[src/rtl/kappa3_dbg_pkg.sv]
// Shared encodings and default timing for the kappa3 debug controller.
package kappa3_dbg_pkg;

  typedef enum logic [2:0] {
    OP_RD_PC  = 3'd0,
    OP_WR_PC  = 3'd1,
    OP_RD_REG = 3'd2,
    OP_WR_REG = 3'd3,
    OP_RD_MEM = 3'd4,
    OP_WR_MEM = 3'd5,
    OP_WR_IR  = 3'd6,
    OP_RD_IR  = 3'd7
  } dbg_op_e;

  typedef enum logic [2:0] {
    ST_IDLE   = 3'd0,
    ST_CHECK  = 3'd1,
    ST_SETUP  = 3'd2,
    ST_STROBE = 3'd3,
    ST_SETTLE = 3'd4,
    ST_RESP   = 3'd5
  } dbg_state_e;

  localparam int DEF_SETUP_CYC  = 1;
  localparam int DEF_STROBE_CYC = 1;
  localparam int DEF_SETTLE_CYC = 2;

  // Width of the per-phase down-counters; phase lengths must be 1..256.
  localparam int CNT_W = 8;

  function automatic logic is_reg_op(input dbg_op_e op);
    return (op == OP_RD_REG) || (op == OP_WR_REG);
  endfunction

  function automatic logic is_mem_op(input dbg_op_e op);
    return (op == OP_RD_MEM) || (op == OP_WR_MEM);
  endfunction

endpackage

[src/rtl/kappa3_dbg_ctrl.sv]
// Debug-port sequencer for the kappa3 core: accepts one command, times the
// address setup / strobe / settle phases against the core, returns one response.
// Note: the port named 'reset' is active-low.
module kappa3_dbg_ctrl
  import kappa3_dbg_pkg::*;
#(
  parameter int SETUP_CYC  = DEF_SETUP_CYC,
  parameter int STROBE_CYC = DEF_STROBE_CYC,
  parameter int SETTLE_CYC = DEF_SETTLE_CYC
) (
  input  logic        clock,
  input  logic        reset,
  input  logic        cmd_valid,
  output logic        cmd_ready,
  input  logic [2:0]  cmd_op,
  input  logic [31:0] cmd_addr,
  input  logic [31:0] cmd_data,
  output logic        rsp_valid,
  input  logic        rsp_ready,
  output logic [31:0] rsp_data,
  output logic        rsp_err,
  input  logic        running,
  output logic [31:0] dbg_in,
  output logic [31:0] dbg_mem_addr,
  output logic [4:0]  dbg_reg_addr,
  output logic        dbg_pc_ld,
  output logic        dbg_ir_ld,
  output logic        dbg_reg_ld,
  output logic        dbg_mem_read,
  output logic        dbg_mem_write,
  input  logic [31:0] dbg_pc_out,
  input  logic [31:0] dbg_ir_out,
  input  logic [31:0] dbg_reg_out,
  input  logic [31:0] dbg_mem_out
);

  // Counters are loaded with length-1 and the phase ends when they reach zero.
  localparam logic [CNT_W-1:0] SETUP_LOAD  = CNT_W'(SETUP_CYC - 1);
  localparam logic [CNT_W-1:0] STROBE_LOAD = CNT_W'(STROBE_CYC - 1);
  localparam logic [CNT_W-1:0] SETTLE_LOAD = CNT_W'(SETTLE_CYC - 1);
  localparam logic [CNT_W-1:0] CNT_ONE     = CNT_W'(1);

  dbg_state_e       r_state;
  dbg_state_e       w_next_state;
  dbg_op_e          r_op;
  logic [31:0]      r_addr;
  logic [31:0]      r_data;
  logic [31:0]      r_rsp_data;
  logic             r_rsp_err;
  logic             r_armed;
  logic [CNT_W-1:0] r_setup_cnt;
  logic [CNT_W-1:0] r_strobe_cnt;
  logic [CNT_W-1:0] r_settle_cnt;
  logic             w_accept;
  logic             w_check_err;
  logic             w_drive;
  logic [31:0]      w_read_data;

  // r_armed keeps cmd_ready low until the first clock after reset release.
  assign w_accept    = cmd_valid && r_armed && (r_state == ST_IDLE);
  assign w_check_err = running
                    || (is_reg_op(r_op) && (r_addr[31:5] != '0))
                    || (is_mem_op(r_op) && (r_addr[1:0] != 2'b00));
  assign w_drive     = (r_state == ST_SETUP) || (r_state == ST_STROBE)
                    || (r_state == ST_SETTLE);

  assign dbg_in       = w_drive ? r_data      : '0;
  assign dbg_mem_addr = w_drive ? r_addr      : '0;
  assign dbg_reg_addr = w_drive ? r_addr[4:0] : '0;
  assign rsp_data     = r_rsp_data;
  assign rsp_err      = r_rsp_err;

  // Select the core readback bus for the latched op; writes read back zero.
  always_comb begin
    w_read_data = '0;
    case (r_op)
      OP_RD_PC:  w_read_data = dbg_pc_out;
      OP_RD_REG: w_read_data = dbg_reg_out;
      OP_RD_MEM: w_read_data = dbg_mem_out;
      OP_RD_IR:  w_read_data = dbg_ir_out;
      default:   w_read_data = '0;
    endcase
  end

  // FSM state register.
  always_ff @(posedge clock or negedge reset) begin
    if (!reset) begin
      r_state <= ST_IDLE;
    end else begin
      r_state <= w_next_state;
    end
  end

  // Next-state logic plus handshake and strobe outputs decoded from state.
  always_comb begin
    w_next_state  = r_state;
    cmd_ready     = 1'b0;
    rsp_valid     = 1'b0;
    dbg_pc_ld     = 1'b0;
    dbg_ir_ld     = 1'b0;
    dbg_reg_ld    = 1'b0;
    dbg_mem_read  = 1'b0;
    dbg_mem_write = 1'b0;
    case (r_state)
      ST_IDLE: begin
        cmd_ready = r_armed;
        if (w_accept) w_next_state = ST_CHECK;
      end
      ST_CHECK: begin
        w_next_state = w_check_err ? ST_RESP : ST_SETUP;
      end
      ST_SETUP: begin
        if (r_setup_cnt == '0) w_next_state = ST_STROBE;
      end
      ST_STROBE: begin
        dbg_pc_ld     = (r_op == OP_WR_PC);
        dbg_ir_ld     = (r_op == OP_WR_IR);
        dbg_reg_ld    = (r_op == OP_WR_REG);
        dbg_mem_read  = (r_op == OP_RD_MEM);
        dbg_mem_write = (r_op == OP_WR_MEM);
        if (r_strobe_cnt == '0) w_next_state = ST_SETTLE;
      end
      ST_SETTLE: begin
        if (r_settle_cnt == '0) w_next_state = ST_RESP;
      end
      ST_RESP: begin
        rsp_valid = 1'b1;
        if (rsp_ready) w_next_state = ST_IDLE;
      end
      default: w_next_state = ST_IDLE;
    endcase
  end

  // Command latch, phase counters and response registers.
  always_ff @(posedge clock or negedge reset) begin
    if (!reset) begin
      r_armed      <= 1'b0;
      r_op         <= OP_RD_PC;
      r_addr       <= '0;
      r_data       <= '0;
      r_setup_cnt  <= '0;
      r_strobe_cnt <= '0;
      r_settle_cnt <= '0;
      r_rsp_data   <= '0;
      r_rsp_err    <= 1'b0;
    end else begin
      r_armed <= 1'b1;
      case (r_state)
        ST_IDLE: begin
          if (w_accept) begin
            r_op   <= dbg_op_e'(cmd_op);
            r_addr <= cmd_addr;
            r_data <= cmd_data;
          end
        end
        ST_CHECK: begin
          r_rsp_data  <= '0;
          r_rsp_err   <= w_check_err;
          r_setup_cnt <= SETUP_LOAD;
        end
        ST_SETUP: begin
          if (r_setup_cnt == '0) r_strobe_cnt <= STROBE_LOAD;
          else                   r_setup_cnt  <= r_setup_cnt - CNT_ONE;
        end
        ST_STROBE: begin
          if (r_strobe_cnt == '0) r_settle_cnt <= SETTLE_LOAD;
          else                    r_strobe_cnt <= r_strobe_cnt - CNT_ONE;
        end
        ST_SETTLE: begin
          if (r_settle_cnt == '0) r_rsp_data   <= w_read_data;
          else                    r_settle_cnt <= r_settle_cnt - CNT_ONE;
        end
        default: ;
      endcase
    end
  end

endmodule

[config.mk]
export PLATFORM = sky130hd
export DESIGN_NAME = kappa3_dbg_ctrl
export DESIGN_NICKNAME = d
export VERILOG_FILES = /design/src/rtl/kappa3_dbg_pkg.sv /design/src/rtl/kappa3_dbg_ctrl.sv
export SDC_FILE = /design/constraint.sdc
export NUM_CORES = 1
export LEC_CHECK = 0
export BUFFER_PORTS_ARGS = -buffer_cell sky130_fd_sc_hd__buf_2
export CAP_MARGIN = 20
export CORE_AREA = 3 3 122 124
export CTS_CLUSTER_DIAMETER = 80
export DETAILED_ROUTE_END_ITERATION = 8
export DIE_AREA = 0 0 125 127
export GPL_TIMING_DRIVEN = 0
export PLACE_DENSITY = 0.79
export SLEW_MARGIN = 5
export SYNTH_ARGS = -nofsm -noshare
export SYNTH_HDL_FRONTEND = slang
export SYNTH_SLANG_ARGS = --single-unit
[constraint.sdc]
create_clock -name clock -period 2.1 [get_ports clock]
set_input_delay 0.105 -clock clock [delete_from_list [all_inputs] [get_ports clock]]
set_output_delay 0.105 -clock clock [all_outputs]
set_load 0.02 [all_outputs]
; Yosys cells after proc, flatten, opt, wreduce, memory -nomap -nowiden
; Cells that the tools add are included.
[totals]
inputBits = 200
reg_bits = 128
latchBits = 0
mem_count = 0
out_inout_bits = 109
rom_bits = 0
ram_bits = 0
[op_classes]
shifts = 0
n_lt_le_gt_ge = 0
muxes = 28
reduce_logical = 27
mul = 0
addsub = 3
n_eq_ne = 20
bitwise_logic = 0
div_mod_pow = 0
[ops]
columns = operator, count
row1 = case mux 32 bit (4 select lines), 1
row2 = 2-to-1 mux 32 bit, 3
row3 = case mux 32 bit (2 select lines), 1
row4 = case mux 8 bit (2 select lines), 3
row5 = 2-to-1 mux 8 bit, 5
row6 = nonzero test 27 bit, 1
row7 = zero test 8 bit, 3
row8 = "subtractor 8 x 1 -> 8 bit, second input constant", 3
row9 = "== test 3 bit, second input constant", 6
row10 = 2-to-1 mux 3 bit, 6
row11 = case mux 3 bit (6 select lines), 1
row12 = "== test 3 x 2 -> 1 bit, second input constant", 4
row13 = "inequality test 2 bit, second input constant", 5
row14 = nonzero test 2 bit, 5
row15 = 2-to-1 mux 1 bit, 7
row16 = "== test 3 x 1 -> 1 bit, second input constant", 2
row17 = zero test 3 bit, 2
row18 = logical OR 1 bit, 6
row19 = "inequality test 2 x 1 -> 1 bit, second input constant", 3
row20 = AND reduction 2 bit, 3
row21 = AND reduction 3 bit, 2
row22 = 2-to-1 mux 5 bit, 1
row23 = AND reduction 5 bit, 1
row24 = logical AND 1 bit, 4

; Logic depth before layout (Yosys ltp)
[logic_depth]
ltp_word = 7
mapped_depth = 8
depth_no_buf = 7

; Worst setup path after synthesis
; OpenSTA, ideal clock, no wires.
[synth_path]
path_kind = register to register
from = register r_state[0]
to = register r_addr[30]
period_less_slack_ns = 2.064
stages_incl_launch_ff = 7
slack_ns = 0.036
arrival_ns = 1.936
n_path_buf = 3
setup_ns = 0.128
path_cell_list = dfrtp_1 -> buf_2 -> nor4b_2 -> nand2_1 -> buf_2 -> buf_2 -> mux2_1
[synth_via]
elab_chain_len = 3
[synth_lines]
columns = item, line
row1 = start: declaration, kappa3_dbg_ctrl.sv:43  ; dbg_state_e r_state;
row2 = start signal: assignment, kappa3_dbg_ctrl.sv:90  ; r_state <= w_next_state;
row3 = zero test 3 bit (*), "kappa3_dbg_ctrl.sv:60, kappa3_dbg_ctrl.sv:148"
row4 = logical AND 1 bit, kappa3_dbg_ctrl.sv:60  ; assign w_accept = cmd_valid && r_armed && (r_state == ST_IDLE);
row5 = AND reduction 2 bit (no source line) (*), n/a
row6 = end signal: assignment, kappa3_dbg_ctrl.sv:152  ; r_addr <= cmd_addr;
row7 = end: declaration, kappa3_dbg_ctrl.sv:46  ; logic [31:0] r_addr;
; Every way passes the cells marked *; elsewhere a longest branch is shown, timed or not.
; A chain may end at the register's enable or synchronous reset.

; Worst setup path after layout
[layout_path]
from = register r_state[0]
to = output dbg_mem_addr[31]
[layout_via]
elab_chain_len = 4
elab_cells_between_ends = 6
cone_classes = 3 x eq/ne / 1 x mux / 2 x reduce/logical
[layout_lines]
columns = item, line
row1 = == test 3 x 2 -> 1 bit, kappa3_dbg_ctrl.sv:64  ; assign w_drive = (r_state == ST_SETUP) || (r_state == ST_STROBE)
row2 = logical OR 1 bit, kappa3_dbg_ctrl.sv:64
row3 = logical OR 1 bit (*), kappa3_dbg_ctrl.sv:65  ; || (r_state == ST_SETTLE);
row4 = 2-to-1 mux 32 bit (*), kappa3_dbg_ctrl.sv:68  ; assign dbg_mem_addr = w_drive ? r_addr : '0;
row5 = end: declaration, kappa3_dbg_ctrl.sv:24  ; output logic [31:0] dbg_mem_addr,
; Marks and branches as above.

==> results.py <==
metrics = {
    "setup_path": {
        "worstSetupEndpointType": "output port",
        "crit_path_end": "dbg_mem_addr[31]",
        "signal_arrival_time_at_the_worst_endpoint_ps": 2020,
        "crit_path_start_kind": "flop",
        "regToRegStartpoint": "r_state[1]$_DFFE_PN0P_",
        "r2r-end": "r_addr[3]$_DFFE_PN0P_",
        "r2r_slack_ps": 50,
        "crit_fanout": 10,
        "setup.worst_path.class": "reg2out",
        "worst-endpoint-required_ps": 2000,
        "worstSetupStartpoint": "r_state[0]$_DFFE_PN0P_",
        "worst_r2r_path_depth": 7,
    },
    "synthesis": {
        "synth.ff_latch_count": 128,
        "syn_area_per_cell_um2": 11.37,
        "synth_common_cells": "sky130_fd_sc_hd__dfrtp_1, sky130_fd_sc_hd__nor2b_1, sky130_fd_sc_hd__mux2_2",
        "fraction_of_the_mapped_netlist_area_in_compound_gates_pct": 17.11,
        "dominant_combinational_cell_family_by_area_after_synthesis": "compound AO/OA/AOI/OAI gates",
        "async_reset_ff_share_pct": 100.0,
        "synthMostInstantiatedCell": "sky130_fd_sc_hd__dfrtp_1",
        "yosys.area.top_type": "sky130_fd_sc_hd__dfrtp_1",
        "yosys_synthesis_warning_count": 0,
        "syn_inst": 573,
        "synth_xor_area_share_pct": 2.151,
        "postSynth.topFlopCell": "sky130_fd_sc_hd__dfrtp_1",
        "synth.top_cells.by_area": "sky130_fd_sc_hd__dfrtp_1, sky130_fd_sc_hd__mux2_2, sky130_fd_sc_hd__nor2b_1",
        "netlist_area_mm2": 0.006515,
        "synth_fa_ha_area_share_pct": 1.152,
        "ys_seq_area_share_pct": 49.16,
        "synthMuxAreaShare_pct": 11.73,
        "synth-simple-area-share_pct": 14.98,
        "synthesis.nets": 779,
        "synthDistinctLibCells": 56,
        "synthDominantCellAreaShare_pct": 49.16,
        "number_of_synthesized_flops_with_an_enable_pin": 0,
    },
    "cts": {
        "clock_path_buffers": 2,
        "worst_setup_hold_path_clk_slew_ps": 60,
        "cts_htree_levels": 4,
        "clock-root-buffer": "sky130_fd_sc_hd__clkbuf_16",
        "cts_made_buffers": 17,
        "cts_num_sinks": 128,
        "cts_tree": "built",
        "insertion_delay_ps": 420,
    },
    "drt": {
        "initialDrtViolationCount": 441,
        "drt-vias-per-instance": 5.667,
        "drcViolationCount": 0,
        "wl_met3_mm": 2.337,
        "top_signal_layer_used": "met4",
        "wl_per_cell_um": 22.29,
        "detailed_route_via_count": 6851,
        "ant_nets": 0,
        "first_pass_iters": 5,
        "detail_route.wirelength.met1_mm": 9.839,
        "dr_wl_met2_mm": 13.67,
        "wl_mm": 26.95,
    },
    "place": {
        "hpwlAfterDp_mm": 16.01,
        "place_congestion": 0.9017,
        "post_dp_cell_area_mm2": 0.008315,
        "detailedPlace.worstSlack_ps": -417.5,
        "port_buffers": 308,
        "placedCellCount": 1062,
    },
    "cells_and_area": {
        "areaGrowthSynthToFinish_pct": 61.28,
        "post-route-cell-area_mm2": 0.01051,
        "instances_no_fill": 1209,
        "final_layout_size_suffix_gt1_share_pct": 49.56,
        "final_core_util_pct": 75.70,
        "final_net_count": 1220,
    },
    "sta": {
        "postLayoutSetupSlackWorst_ps": -20.76,
        "setup_viol_count_final": 1,
        "worst_pin_slew_ps": 698.1,
        "min_period_over_period_pct": 101.0,
        "relSlewSlack_pct": 53.46,
        "hold_ws_ps": 11.13,
        "period_minus_slack_ps": 2121,
        "report.final.hold_viol_count": 0,
        "timing.fmax_ghz": 0.4715,
        "rsz_0062_raised_after_global_routing": "yes",
        "timing.clock.skew_ps": 8.593,
        "finalMaxSlewViolations": 0,
    },
    "floorplanning": {
        "die_y_um": 127,
        "placementRows": 43,
        "starting_density_pct": 46.94,
        "placeableCoreArea_mm2": 0.01388,
        "dieArea_mm2": 0.01588,
        "dieWidth_um": 125,
        "ios": 309,
    },
    "global_route": {
        "number_of_global_route_vias_before_repair": 7048,
        "largest_net_degree_at_the_start_of_global_routing": 81,
        "global_route.overflow_total": 0,
        "track_usage_pct": 31.33,
        "global_route_wire_length_before_repair_mm": 38.80,
        "grt_antenna_before_repair": 0,
    },
    "power_and_ir_drop": {
        "maximum_vdd_drop_mv": 0.9487,
        "power_leakage_nw": 5.080,
        "power_density_over_the_cells_mw_per_mm2": 1432,
    },
    "status": {
        "violations": "negative setup slack",
        "outcome": "complete, but fails checks",
    },
    "run": {
        "drv_cap": 0,
    },
    "hold_path": {
        "worst_hold_path_type": "in2reg",
        "min_delay_path_depth": 3,
    },
}
registers in the layout, summed over array words and instances, names as in the netlist:
name	flops
rsp_err	1
r_state	3
r_setup_cnt	8
rsp_data	32
r_strobe_cnt	8
r_data	32
r_addr	32
r_armed	1
r_settle_cnt	8
r_op	3
layer usage:
layer | global-route usage, % | vias up
met4 | 14.92 | 0
met3 | 9.323 | 93
met5 | 0 | -
met1 | 36.51 | 3293
met2 | 53.34 | 445
li1 | - | 3020
worst min path at each step:
stage | from | endpoint
global placement | cmd_addr[21] | r_addr[21]$_DFFE_PN0P_
floorplan | reset | r_addr[0]$_DFFE_PN0P_
CTS | dbg_reg_out[8] | rsp_data[8]$_DFFE_PN0P_
finish | dbg_pc_out[11] | rsp_data[11]$_DFFE_PN0P_
detailed placement | reset | rsp_data[25]$_DFFE_PN0P_
global route | dbg_pc_out[16] | rsp_data[16]$_DFFE_PN0P_
area by class of cell:
class	instances	area [um2]
multi-input cells	393	3279
clock inverters	13	198.9
flip-flops and latches	128	3207
plain buffers	44	306.5
fillers	854	3373
repair buffers	422	2803
inverters	8	30.03
clock buffers	19	452.9
well taps	180	225.2
diodes	2	5.005
kinds of logic after synthesis:
family	Yosys count
XOR/XNOR	16
AND/OR/NAND/NOR	169
AO/OA/AOI/OAI	132
multiplexers	68
other	1
adder cells (fa/ha/maj)	6
buffers and inverters	53
flip-flops	128
through the flow:
stage          power [mW]  setup TNS [ps]
5_1_grt             15.75           -1013
6_report            15.04          -20.76
2_1_floorplan       8.080               0
4_1_cts             13.88          -26.95
3_3_place_gp        9.844         -119820
3_5_place_dp        9.986          -20870
report_power, final:
part,internal [mW],total [mW],leakage (nW),switching (mW)
logic,3.46,7.45,3.15,3.99
clock network,2.08,3.28,0.313,1.20
registers,3.38,4.31,1.62,0.928
placed cells by master (no fill, tap or decap), types with 5 or more instances in the layout:
master / synthesis / layout
sky130_fd_sc_hd__xor2_1: 14 / 14
sky130_fd_sc_hd__a221oi_2: 1 / 6
sky130_fd_sc_hd__inv_1: 8 / 8
sky130_fd_sc_hd__nor2b_1: 68 / 49
sky130_fd_sc_hd__o21ai_0: 7 / 7
sky130_fd_sc_hd__dlygate4sd3_1: 0 / 93
sky130_fd_sc_hd__nand3_1: 9 / 9
sky130_fd_sc_hd__clkbuf_1: 28 / 7
sky130_fd_sc_hd__clkbuf_16: 0 / 18
sky130_fd_sc_hd__nor2_1: 36 / 32
sky130_fd_sc_hd__nor4_1: 8 / 8
sky130_fd_sc_hd__buf_2: 10 / 278
sky130_fd_sc_hd__mux2_2: 63 / 63
sky130_fd_sc_hd__clkbuf_4: 0 / 5
sky130_fd_sc_hd__nand2_1: 10 / 9
sky130_fd_sc_hd__clkbuf_2: 0 / 14
sky130_fd_sc_hd__ha_1: 6 / 6
sky130_fd_sc_hd__a21oi_1: 5 / 5
sky130_fd_sc_hd__a22o_1: 35 / 35
sky130_fd_sc_hd__nand2b_1: 7 / 7
sky130_fd_sc_hd__buf_6: 1 / 18
sky130_fd_sc_hd__dfrtp_1: 128 / 125
sky130_fd_sc_hd__a221oi_1: 32 / 27
sky130_fd_sc_hd__nor2b_4: 0 / 5
sky130_fd_sc_hd__buf_4: 5 / 45
sky130_fd_sc_hd__nor2b_2: 0 / 14
sky130_fd_sc_hd__nor3_1: 12 / 11
sky130_fd_sc_hd__o2bb2ai_1: 33 / 33
critical path, cell delays in order (launching register included):
cell and delay [ps]:
sky130_fd_sc_hd__dfrtp_1 400, sky130_fd_sc_hd__buf_6 160, sky130_fd_sc_hd__nor3b_4 280, sky130_fd_sc_hd__buf_6 160, sky130_fd_sc_hd__nor2_4 60, sky130_fd_sc_hd__buf_4 140, sky130_fd_sc_hd__nor2b_1 190, sky130_fd_sc_hd__buf_4 190
timing repair:
action                                  in CTS  in global routing
cloned                                       2                  1
hold endpoints to repair                   130                  0
buffers inserted                             9                  9
hold buffers                                93                  0
gates resized for setup                     47                111
pin swaps                                    2                  4
endpoints found under the setup margin     132                111
(Power assumes the default switching activity.)
